===== config.mk =====
export PLATFORM = sky130hd
export DESIGN_NAME = serial_adder
export DESIGN_NICKNAME = d
export VERILOG_FILES = /design/src/rtl/serial_adder_pkg.sv /design/src/rtl/serial_adder_bit.sv /design/src/rtl/serial_adder.sv
export SDC_FILE = /design/constraint.sdc
export NUM_CORES = 1
export LEC_CHECK = 0
export ABC_CLOCK_PERIOD_IN_PS = 3000
export BUFFER_PORTS_ARGS = -buffer_cell sky130_fd_sc_hd__buf_2
export CAP_MARGIN = 20
export CORE_UTILIZATION = 35
export DETAILED_ROUTE_END_ITERATION = 10
export SYNTH_ARGS = -nofsm -noshare
export SYNTH_HDL_FRONTEND = slang
export SYNTH_SLANG_ARGS = --single-unit

===== constraint.sdc =====
create_clock -name clk -period 3 [get_ports clk]
set_input_delay 0 -clock clk [delete_from_list [all_inputs] [get_ports clk]]
set_output_delay 0 -clock clk [all_outputs]
set_load 0.02 [all_outputs]

===== src/rtl/serial_adder_pkg.sv =====
// Shared definitions for the bit-serial adder: FSM state encoding and
// the legal operand-width range.
package serial_adder_pkg;

   localparam int unsigned SA_WIDTH_MIN = 2;
   localparam int unsigned SA_WIDTH_MAX = 64;

   typedef enum logic [1:0] {
      SA_IDLE = 2'd0,
      SA_RUN  = 2'd1,
      SA_DONE = 2'd2
   } sa_state_t;

   function automatic bit sa_width_ok(input int unsigned w);
      return (w >= SA_WIDTH_MIN) && (w <= SA_WIDTH_MAX);
   endfunction

endpackage


===== src/rtl/serial_adder_bit.sv =====
// Combinational 1-bit full-adder cell used by the serial adder.
module serial_adder_bit (
   input  logic a,
   input  logic b,
   input  logic ci,
   output logic s,
   output logic co
);

   // Sum is the parity of the inputs, carry is their majority.
   always_comb begin
      s  = a ^ b ^ ci;
      co = (a & b) | (a & ci) | (b & ci);
   end

endmodule


===== src/rtl/serial_adder.sv =====
// Bit-serial adder: {co, sum} = a + b + ci, one bit per clock, LSB first.
// Optional macro SERIAL_ADDER_OVF_EN adds a registered signed-overflow output ovf.
module serial_adder
   import serial_adder_pkg::*;
#(
   parameter int unsigned WIDTH = 8
) (
   input  logic             clk,
   input  logic             rst,
   input  logic             start,
   input  logic [WIDTH-1:0] a,
   input  logic [WIDTH-1:0] b,
   input  logic             ci,
   output logic             busy,
   output logic             done,
   output logic [WIDTH-1:0] sum,
   output logic             co
`ifdef SERIAL_ADDER_OVF_EN
   ,
   output logic             ovf
`endif
);

   localparam int unsigned      CW   = (WIDTH > 1) ? $clog2(WIDTH) : 1;
   localparam logic [CW-1:0]    LAST = CW'(WIDTH - 1);

   if (!sa_width_ok(WIDTH)) begin : g_width_check
      $error("serial_adder: WIDTH out of legal range");
   end

   sa_state_t        state, state_n;
   logic [WIDTH-1:0] a_sh, b_sh, s_sh;
   logic             c;
   logic [CW-1:0]    cnt;
   logic             load, shift, finish;
   logic             s_bit, c_next;

   serial_adder_bit u_bit (
      .a  (a_sh[0]),
      .b  (b_sh[0]),
      .ci (c),
      .s  (s_bit),
      .co (c_next)
   );

   // State register; reset has priority over any start request.
   always_ff @(posedge clk) begin
      if (rst) state <= SA_IDLE;
      else     state <= state_n;
   end

   // Next-state and datapath control decode.
   always_comb begin
      state_n = state;
      load    = 1'b0;
      shift   = 1'b0;
      finish  = 1'b0;
      busy    = 1'b0;
      done    = 1'b0;
      case (state)
         SA_IDLE: begin
            if (start) begin
               load    = 1'b1;
               state_n = SA_RUN;
            end
         end
         SA_RUN: begin
            busy  = 1'b1;
            shift = 1'b1;
            if (cnt == LAST) begin
               finish  = 1'b1;
               state_n = SA_DONE;
            end
         end
         SA_DONE: begin
            done = 1'b1;
            if (start) begin
               load    = 1'b1;
               state_n = SA_RUN;
            end else begin
               state_n = SA_IDLE;
            end
         end
         default: state_n = SA_IDLE;
      endcase
   end

   // Operand/sum shift registers, carry and bit counter.
   // sum/co are separate holding registers loaded from the final bit so the
   // visible result only changes on DONE entry, not while the next op shifts.
   always_ff @(posedge clk) begin
      if (rst) begin
         a_sh <= '0;
         b_sh <= '0;
         s_sh <= '0;
         c    <= 1'b0;
         cnt  <= '0;
         sum  <= '0;
         co   <= 1'b0;
      end else if (load) begin
         a_sh <= a;
         b_sh <= b;
         c    <= ci;
         cnt  <= '0;
      end else if (shift) begin
         a_sh <= a_sh >> 1;
         b_sh <= b_sh >> 1;
         s_sh <= {s_bit, s_sh[WIDTH-1:1]};
         c    <= c_next;
         cnt  <= cnt + CW'(1);
         if (finish) begin
            sum <= {s_bit, s_sh[WIDTH-1:1]};
            co  <= c_next;
         end
      end
   end

`ifdef SERIAL_ADDER_OVF_EN
   // Overflow: carry into the MSB (current c on the final edge) XOR carry out.
   always_ff @(posedge clk) begin
      if (rst)                  ovf <= 1'b0;
      else if (shift && finish) ovf <= c ^ c_next;
   end
`endif

endmodule


==> results of run 1 <==
[worst min-delay path, cell delays in order]
cell and delay [ns]:
buf_2 0.10, o22ai_1 0.10, nor3_1 0.07
[power by group]
part,total [mW],leakage (nW),internal (mW),switching [mW]
Sequential,0.543,0.310,0.529,0.0144
Combinational,0.118,0.365,0.0496,0.0681
Clock,0.367,0.0472,0.185,0.182
Total,1.03,0.723,0.763,0.265
[per-stage QoR]
stage / instance area (µm²) / setup WS, ns
6_report: 1840 / 1.33
5_1_grt: 1840 / 1.17
4_1_cts: 1830 / 1.32
3_5_place_dp: 1660 / 1.33
3_3_place_gp: 1660 / 1.37
2_1_floorplan: 1530 / 1.80
[state kept, by name, indices dropped and copies added (netlist names)]
signal,flops
b_sh,8
s_sh,7
sum,8
a_sh,8
state,2
co,1
cnt,3
c,1
[cells in the mapped netlist, types with 2 or more instances]
library cell,n
o22ai_1,5
nand2b_1,2
nor3_1,14
a311oi_2,2
nand2_1,42
nand3_1,11
buf_6,2
mux2i_1,3
nor2_1,11
buf_2,6
clkbuf_1,5
a21oi_1,18
a311oi_1,7
ha_1,2
buf_4,2
dfxtp_1,38
[final cells by class]
cell class	count	area (µm²)
repair buffers	40	248
clock buffers	6	82.6
inverters	1	8.76
multi-input cells	124	669
well taps	50	62.6
flip-flops and latches	38	761
fillers	419	2240
clock inverters	2	12.5
[how the worst min path moves through the flow]
stage               start       to  slack, ns
floorplan            a[7]  a_sh[7]       0.14
global placement     a[7]  a_sh[7]       0.24
detailed placement   a[7]  a_sh[7]       0.25
CTS                  b[7]  b_sh[7]     0.0007
global route         b[1]  b_sh[1]       0.03
finish               a[1]  a_sh[1]       0.02
[kinds of logic (layout without fill, tap and decap cells)]
group / Yosys count / in the layout / share of synthesized area
AO/OA/AOI/OAI: 34 / 34 / 0.149
XOR/XNOR: 1 / 1 / 0.00574
adder cells (fa/ha/maj): 3 / 3 / 0.0295
buffers and inverters: 16 / 49 / 0.0623
flip-flops: 38 / 38 / 0.499
multiplexers: 3 / 3 / 0.0197
AND/OR/NAND/NOR: 83 / 83 / 0.235
[routing by layer]
layer,wire [µm],global-route usage,share of wire
met5,0,0,0
met4,56,0.0703,0.018
met3,171,0.0533,0.054
met2,1370,0.250,0.43
met1,1600,0.197,0.50
==> impl_metrics.ini, run 1 <==
[worst_setup_path]
r2r_end = sum[5]
cp.arrival_ns = 1.81
cp_slowest_cell = ha_1
critPathLaunchType = flip-flop
cp-end-kind = flip-flop
endpoint = sum[5]
path_common_cell = ha_1
worstSetupPathType = reg2reg
crit_required_ns = 3.15
crit_start = cnt[0]
reg2reg_from = cnt[0]
path_cells = ha_1 > ha_1 > nand3b_1 > nand2_1 > a21oi_1
worst-path-stages = 5
critical_path_buf_inv_count = 0
cp_top_family = adder cells
rrSetupSlack_ns = 1.33
cpPeakStageDelay_ns = 0.40
path_max_fanout = 11
worstRegToRegCells = 5

[timing]
setup_violations = 0
fin_crit_sh = 0.556
rsz0062_at_grt = no
hold_viol = 0
tns_ns = 0
fmax_mhz = 600
tightestPinTransition_ns = 0.956
period_needed_ns = 1.67
drv_slew = 0
slew_headroom = 0.363
finClkSkew_ns = 0.00455
timing.hold.ws_ns = 0.0184

[finish]
final_cell_mix = 42 x nand2_1, 38 x dfxtp_1, 30 x buf_2
stdcell_count = 261
syn_to_final_growth_pct = 20.9
final_common_cell = nand2_1
final_util = 0.451
nets = 233
antenna_cells = 0
layout-drive-gt1-share = 0.199

[clock_tree]
cts-root-buf = clkbuf_8
cts_buffer_depth = 2
hold_buffers = 8
clkTransAtPathRegs_ns = 0.08
clkLatencyLatePin_ns = 0.29
htreeDepth = 2
cts_setup_buffers = 0
cts_tree = built
ctsResizeCount = 0
clkSinkCount = 38
cts-buffers-inserted = 5

[power]
ir_drop_uv = 202
powerDensity_nw_per_um2 = 557
total_leakage_power_nw = 0.723
power_mw = 1.03

[synthesis]
synth_top_area_frac = 0.499
synth_edf_count = 0
yosys-top-cells-area = dfxtp_1 50%, nand2_1 10%, a21oi_1 5.9%
synthArstFlopShare = 0
ys_types = 24
yosysTopAreaCell = dfxtp_1
yosys_warnings = 0
synth_nets = 201
syn_area_um2 = 1530
ys.flop_type = dfxtp_1
syn_inst = 178
ys_ff_latch = 38
synth.avg_cell_area_um2 = 8.57
ys_seq_area_frac = 0.499

[global_route]
groute.usage.overall = 0.159
grt_max_degree = 39
antenna_found_initial = 0
grt_pass1_wl_um = 5400
grt_pass1_vias = 1239
grt_overflow_total = 0

[die]
num_io_pins = 31
die_h_um = 68.0
die_area_um2 = 4630
die_width_um = 68.0
coreArea_um2 = 4090
core.rowCount = 23
initial_core_util = 0.373

[status]
status = finished clean

[routing]
routed_wl_um = 3190
first_iter_violations = 111
viasPerCell = 4.89
drc = 0
drt-wirelength-per-cell_um = 12.2
ant_nets = 0
dr.pass1.iters = 4
via_count = 1277

[placement]
gp_congestion = 0.725
dpl.cell_count = 244
hpwl_um = 1930
portBuffers = 30

[hold_path]
min_path_type = in2reg
hold_path_depth = 3

[job]
cap_violations = 0
No activity file was read; power rests on OpenSTA's default activity.
==> run 2: changes to the inputs <==
--- a/config.mk
+++ b/config.mk
@@ -5,7 +5,7 @@
 export SDC_FILE = /design/constraint.sdc
 export NUM_CORES = 1
 export LEC_CHECK = 0
-export ABC_CLOCK_PERIOD_IN_PS = 3000
+export ABC_CLOCK_PERIOD_IN_PS = 1720
 export BUFFER_PORTS_ARGS = -buffer_cell sky130_fd_sc_hd__buf_2
 export CAP_MARGIN = 20
 export CORE_UTILIZATION = 35
==> constraint.sdc (replaced) <==
create_clock -name clk -period 1.72 [get_ports clk]
set_input_delay 0 -clock clk [delete_from_list [all_inputs] [get_ports clk]]
set_output_delay 0 -clock clk [all_outputs]
set_load 0.02 [all_outputs]
==> run 2 against run 1 <==
Clock power up 69%. Largest cell class unchanged. First-iteration DRC count down 21%. Sequential share of layout area down 0.19 points. Register-to-register slack worse by 0.93 ns. Sequential power up 75%. Flip-flop and latch count unchanged. Combinational power up 82%. Power up 73%. Via count up 3.1%. Hold slack worse by 0.010 ns. Global-route usage down 0.23 points.
==> impl_metrics.ini, run 2 (synthesized netlist as in run 1, its figures left out) <==
[status]
status = finished clean

[hold_path]
min_path_type = in2reg
min_from = a[0]
hold_path_depth = 3
whs_endpoint = a_sh[0]

[finish]
largestRegisters = a_sh x8, b_sh x8, sum x8
syn_to_final_growth_pct = 21.5
nets = 234
antenna_cells = 0
fillers = 424
layout-drive-gt1-share = 0.212
multiInputGateArea_um2 = 669
final_common_cell = nand2_1
final_cell_mix = 42 x nand2_1, 38 x dfxtp_1, 30 x buf_2
seq_area_um2 = 761

[worst_setup_path]
rrSetupSlack_ns = 0.40
cp_top_family = buffers and inverters
critPathLaunchType = flip-flop
path_max_fanout = 34
r2r_end = sum[3]
worstSetupPathType = reg2out
cp_slowest_cell = dfxtp_1
path_cells = nand2b_1 > inv_6 > buf_2
crit_start = state[1]
critical_path_buf_inv_count = 2
reg2reg_from = cnt[0]
cp.arrival_ns = 1.33
cpPeakStageDelay_ns = 0.32
cp-end-kind = output port
worstRegToRegCells = 5
crit_required_ns = 1.72

[global_route]
grt_max_degree = 39
grt_overflow_total = 0
grt_pass1_vias = 1180
grt_pass1_wl_um = 5300
antenna_found_initial = 0
groute.usage.overall = 0.157

[power]
total_leakage_power_nw = 0.736
swShare = 0.249
powerDensity_nw_per_um2 = 962
p_switching_mw = 0.444
clkPwrFrac = 0.348
combPwrFrac = 0.120
pwr-share-seq = 0.531
ir_drop_uv = 346
p_int_mw = 1.34

[routing]
ant_nets = 0
drc = 0
first_iter_violations = 88
via_count = 1316
routed_wl_um = 3140
viasPerCell = 5.02
dr.pass1.iters = 4
drt-wirelength-per-cell_um = 12.0

[timing]
tightestPinTransition_ns = 0.714
tns_ns = 0
period_needed_ns = 1.33
timing.hold.ws_ns = 0.00814
slew_headroom = 0.524
setup_violations = 0
hold_viol = 0
rsz0062_at_grt = no
fin_crit_sh = 0.775
drv_slew = 0
finClkSkew_ns = 0.00353
fmax_mhz = 750
setup_ws_ns = 0.387

[clock_tree]
cts_setup_buffers = 0
htreeDepth = 2
clkTransAtPathRegs_ns = 0.07
cts_buffer_depth = 2
cts-root-buf = clkbuf_8
clkSinkCount = 38
cts-buffers-inserted = 5
cts_tree = built
clkLatencyLatePin_ns = 0.29

[die]
coreArea_um2 = 4090
die_area_um2 = 4630
die_h_um = 68.0
die_width_um = 68.0
initial_core_util = 0.373
num_io_pins = 31
core.rowCount = 23

[placement]
hpwl_um = 1980
post-place-ws_ns = 0.367
portBuffers = 30
gp_congestion = 0.692

[job]
cap_violations = 0
-- run 2: cell types whose count changed in the layout (fill, tap and decap cells not counted) --
cell and change:
buf_12 +1, clkinvlp_4 -1, dlygate4sd3_1 -3, clkbuf_1 +1, buf_4 +3
-- run 2: how the worst max path moves through the flow --
| stage | endpoint | slack, ns | cells after the start |
|---|---|---|---|
| after detailed placement | sum[7] | 0.37 | 5 |
| after floorplan | state[0] | 0.52 | 5 |
| after CTS | co | 0.36 | 5 |
| after global placement | sum[7] | 0.41 | 5 |
| after global routing | sum[1] | 0.25 | 5 |
| final | busy | 0.39 | 3 |
-- run 2: tightest hold or removal path, cell delays in order --
cell and delay [ns]:
buf_2 0.08, a22oi_1 0.06, a21oi_1 0.12
-- run 2: metal layers --
metal	wire, µm	GRT usage	share of wire	up-vias
met5	0	0	0	-
met4	78	0.0859	0.025	0
met3	130	0.0450	0.041	6
met1	1580	0.204	0.50	610
li1	-	-	-	679
met2	1350	0.232	0.43	21
-- run 2: stage by stage --
stage / total power, mW / std cells / area [µm²] / util
after floorplan: 1.12 / 178 / 1530 / -
after global placement: 1.17 / 248 / 1700 / 0.416
after detailed placement: 1.17 / 248 / 1700 / 0.416
after CTS: 1.81 / 262 / 1850 / 0.453
after global routing: 1.88 / 262 / 1850 / 0.453
final: 1.78 / 262 / 1850 / 0.453
-- run 2: area by class of cell --
cell class / instances / area share
well taps: 50 / 0.0338
multi-input cells: 124 / 0.361
clock buffers: 7 / 0.0466
flip-flops and latches: 38 / 0.411
clock inverters: 1 / 0.00270
repair buffers: 41 / 0.140
inverters: 1 / 0.00473
-- run 2: power groups by stage --
stage / logic [mW] / clock network [mW] / registers [mW]
final: 0.215 / 0.621 / 0.948
after global routing: 0.243 / 0.684 / 0.953
after detailed placement: 0.205 / 0 / 0.967
after CTS: 0.216 / 0.646 / 0.947
after floorplan: 0.157 / 0 / 0.962
after global placement: 0.204 / 0 / 0.967
-- run 2: repair_timing --
item | in CTS | in global routing
endpoints found under the hold margin | 6 | 0
hold buffers | 6 | 0
resized for setup | 0 | 0
==> run 3: changes to the inputs <==
--- a/config.mk
+++ b/config.mk
@@ -5,7 +5,7 @@
 export SDC_FILE = /design/constraint.sdc
 export NUM_CORES = 1
 export LEC_CHECK = 0
-export ABC_CLOCK_PERIOD_IN_PS = 1720
+export ABC_CLOCK_PERIOD_IN_PS = 1100
 export BUFFER_PORTS_ARGS = -buffer_cell sky130_fd_sc_hd__buf_2
 export CAP_MARGIN = 20
 export CORE_UTILIZATION = 35
==> constraint.sdc (replaced) <==
create_clock -name clk -period 1.1 [get_ports clk]
set_input_delay 0 -clock clk [delete_from_list [all_inputs] [get_ports clk]]
set_output_delay 0 -clock clk [all_outputs]
set_load 0.02 [all_outputs]
==> run 3 against run 2 <==
The flow now finishes with violations (negative setup slack). Via count rose by 9.8%. Wire length rose by 28%. Combinational power rose to 2.7 times the previous value. Die area did not move. Critical endpoint is now cnt[0]. Largest cell class is now multi-input combinational cells.
==> impl_metrics.ini, run 3 (synthesized netlist as in run 1, its figures left out) <==
[global_route]
antenna_found_initial = 0
grt_pass1_vias = 1313
groute.usage.overall = 0.172
grt_max_degree = 27
grt_pass1_wl_um = 5900
grt_overflow_total = 0

[timing]
period_needed_ns = 1.16
tns_ns = -0.443
tightestPinTransition_ns = 0.554
setup_ws_ns = -0.0554
drv_slew = 0
timing.hold.ws_ns = 0.0189
slew_headroom = 0.631
rsz0062_at_grt = yes
fmax_mhz = 865
fin_crit_sh = 1.05
setup_violations = 15
finClkSkew_ns = 0.00357
hold_viol = 0

[die]
num_io_pins = 31
coreArea_um2 = 4090
die_width_um = 68.0
die_area_um2 = 4630
core.rowCount = 23
die_h_um = 68.0
initial_core_util = 0.373

[clock_tree]
cts_buffer_depth = 2
clkTransAtPathRegs_ns = 0.07
cts_tree = built
cts-buffers-inserted = 5
clkSinkCount = 38
htreeDepth = 2
clkLatencyLatePin_ns = 0.29
cts-root-buf = clkbuf_8

[worst_setup_path]
worst-path-stages = 6
worstSetupPathType = reg2reg
cp_top_family = flip-flops
reg2reg_from = state[1]
crit_start = state[1]
crit_required_ns = 1.31
path_cells = nand2b_4 > inv_8 > buf_12 > buf_6 > xnor2_2 > nor3_1
cpPeakStageDelay_ns = 0.33
worstRegToRegCells = 6
cp-end-kind = flip-flop
critPathLaunchType = flip-flop
cp_slowest_cell = dfxtp_2
path_max_fanout = 7
cp.arrival_ns = 1.36
critical_path_buf_inv_count = 3

[finish]
syn_to_final_growth_pct = 57.3
nets = 257
final_common_cell = dfxtp_1
layout-drive-gt1-share = 0.511
fillers = 360
largestRegisters = a_sh x8, b_sh x8, sum x8
final_cell_mix = 32 x dfxtp_1, 28 x nand2_1, 28 x buf_2
antenna_cells = 0

[power]
combPwrFrac = 0.192
total_leakage_power_nw = 0.970
pwr-share-seq = 0.489
p_switching_mw = 0.816
p_int_mw = 2.27
powerDensity_nw_per_um2 = 1280
clkPwrFrac = 0.319
ir_drop_uv = 924
swShare = 0.265
power_mw = 3.08

[hold_path]
min_from = ci
min_path_type = in2reg
hold_path_depth = 3

[routing]
first_iter_violations = 60
ant_nets = 0
drt-wirelength-per-cell_um = 14.2
drc = 0
via_count = 1445
viasPerCell = 5.07
routed_wl_um = 4030
dr.pass1.iters = 4

[placement]
gp_congestion = 0.692
hpwl_um = 2370
portBuffers = 30

[status]
violations = negative setup slack
status = finished with violations

[job]
cap_violations = 0
## run 3: changes by cell type in the layout (fill, tap and decap cells not counted), sizes merged
cell    change
buf        +21
clkbuf      +2
## run 3: power by group through the flow
stage / registers, mW / logic [mW] / clock network, mW
after global routing: 1.51 / 0.638 / 1.07
final: 1.51 / 0.591 / 0.983
after detailed placement: 1.52 / 0.378 / 0
after global placement: 1.52 / 0.372 / 0
after CTS: 1.49 / 0.448 / 1.01
after floorplan: 1.51 / 0.248 / 0
## run 3: worst min-delay path: cells and delay by family
kind | cells | cell delay [ns]
buffers and inverters | 1 | 0.10
AOI/OAI and AO/OA | 1 | 0.10
and+or+nand+nor | 1 | 0.07
## run 3: area by class of cell
type | count | area (µm²) | share of cell area
clock buffer | 7 | 86.3 | 0.0360
sequential | 38 | 771 | 0.321
tap | 50 | 62.6 | 0.0261
multi-input combinational | 124 | 912 | 0.380
inverter | 1 | 11.3 | 0.00469
clock inverter | 1 | 5.00 | 0.00209
timing repair buffer | 64 | 552 | 0.230
## run 3: final timing paths
path                            slack, ns     end
worst max-delay path                -0.06  cnt[0]
worst min-delay path                 0.02       c
worst max register to register      -0.06  cnt[0]
worst min register to register       0.46  sum[4]
## run 3: through the flow
step           worst slack, ns  cell area [µm²]  utilization  std cells
2_1_floorplan          0.00177             1560            -        178
3_3_place_gp           -0.0624             1850        0.452        262
3_5_place_dp           -0.0956             1850        0.452        262
4_1_cts                -0.0466             2100        0.514        280
5_1_grt                 -0.108             2400        0.587        285
6_report               -0.0554             2400        0.587        285
## run 3: per-layer routing
layer  GRT usage  up-vias  part of all wire
li1            -      730                 -
met1       0.218      680              0.45
met2       0.276       31              0.50
met3      0.0517        4             0.039
met4      0.0599        0            0.0074
met5           0        -                 0
## run 3: repair_timing
| item | 4_1_cts | 5_1_grt |
|---|---|---|
| pin swaps | 5 | 21 |
| gates resized for setup | 18 | 54 |
| setup buffers | 4 | 3 |
| cloned | 0 | 2 |
| endpoints found under the hold margin | 6 | 0 |
| hold buffers | 6 | 0 |
| setup endpoints to repair | 36 | 32 |
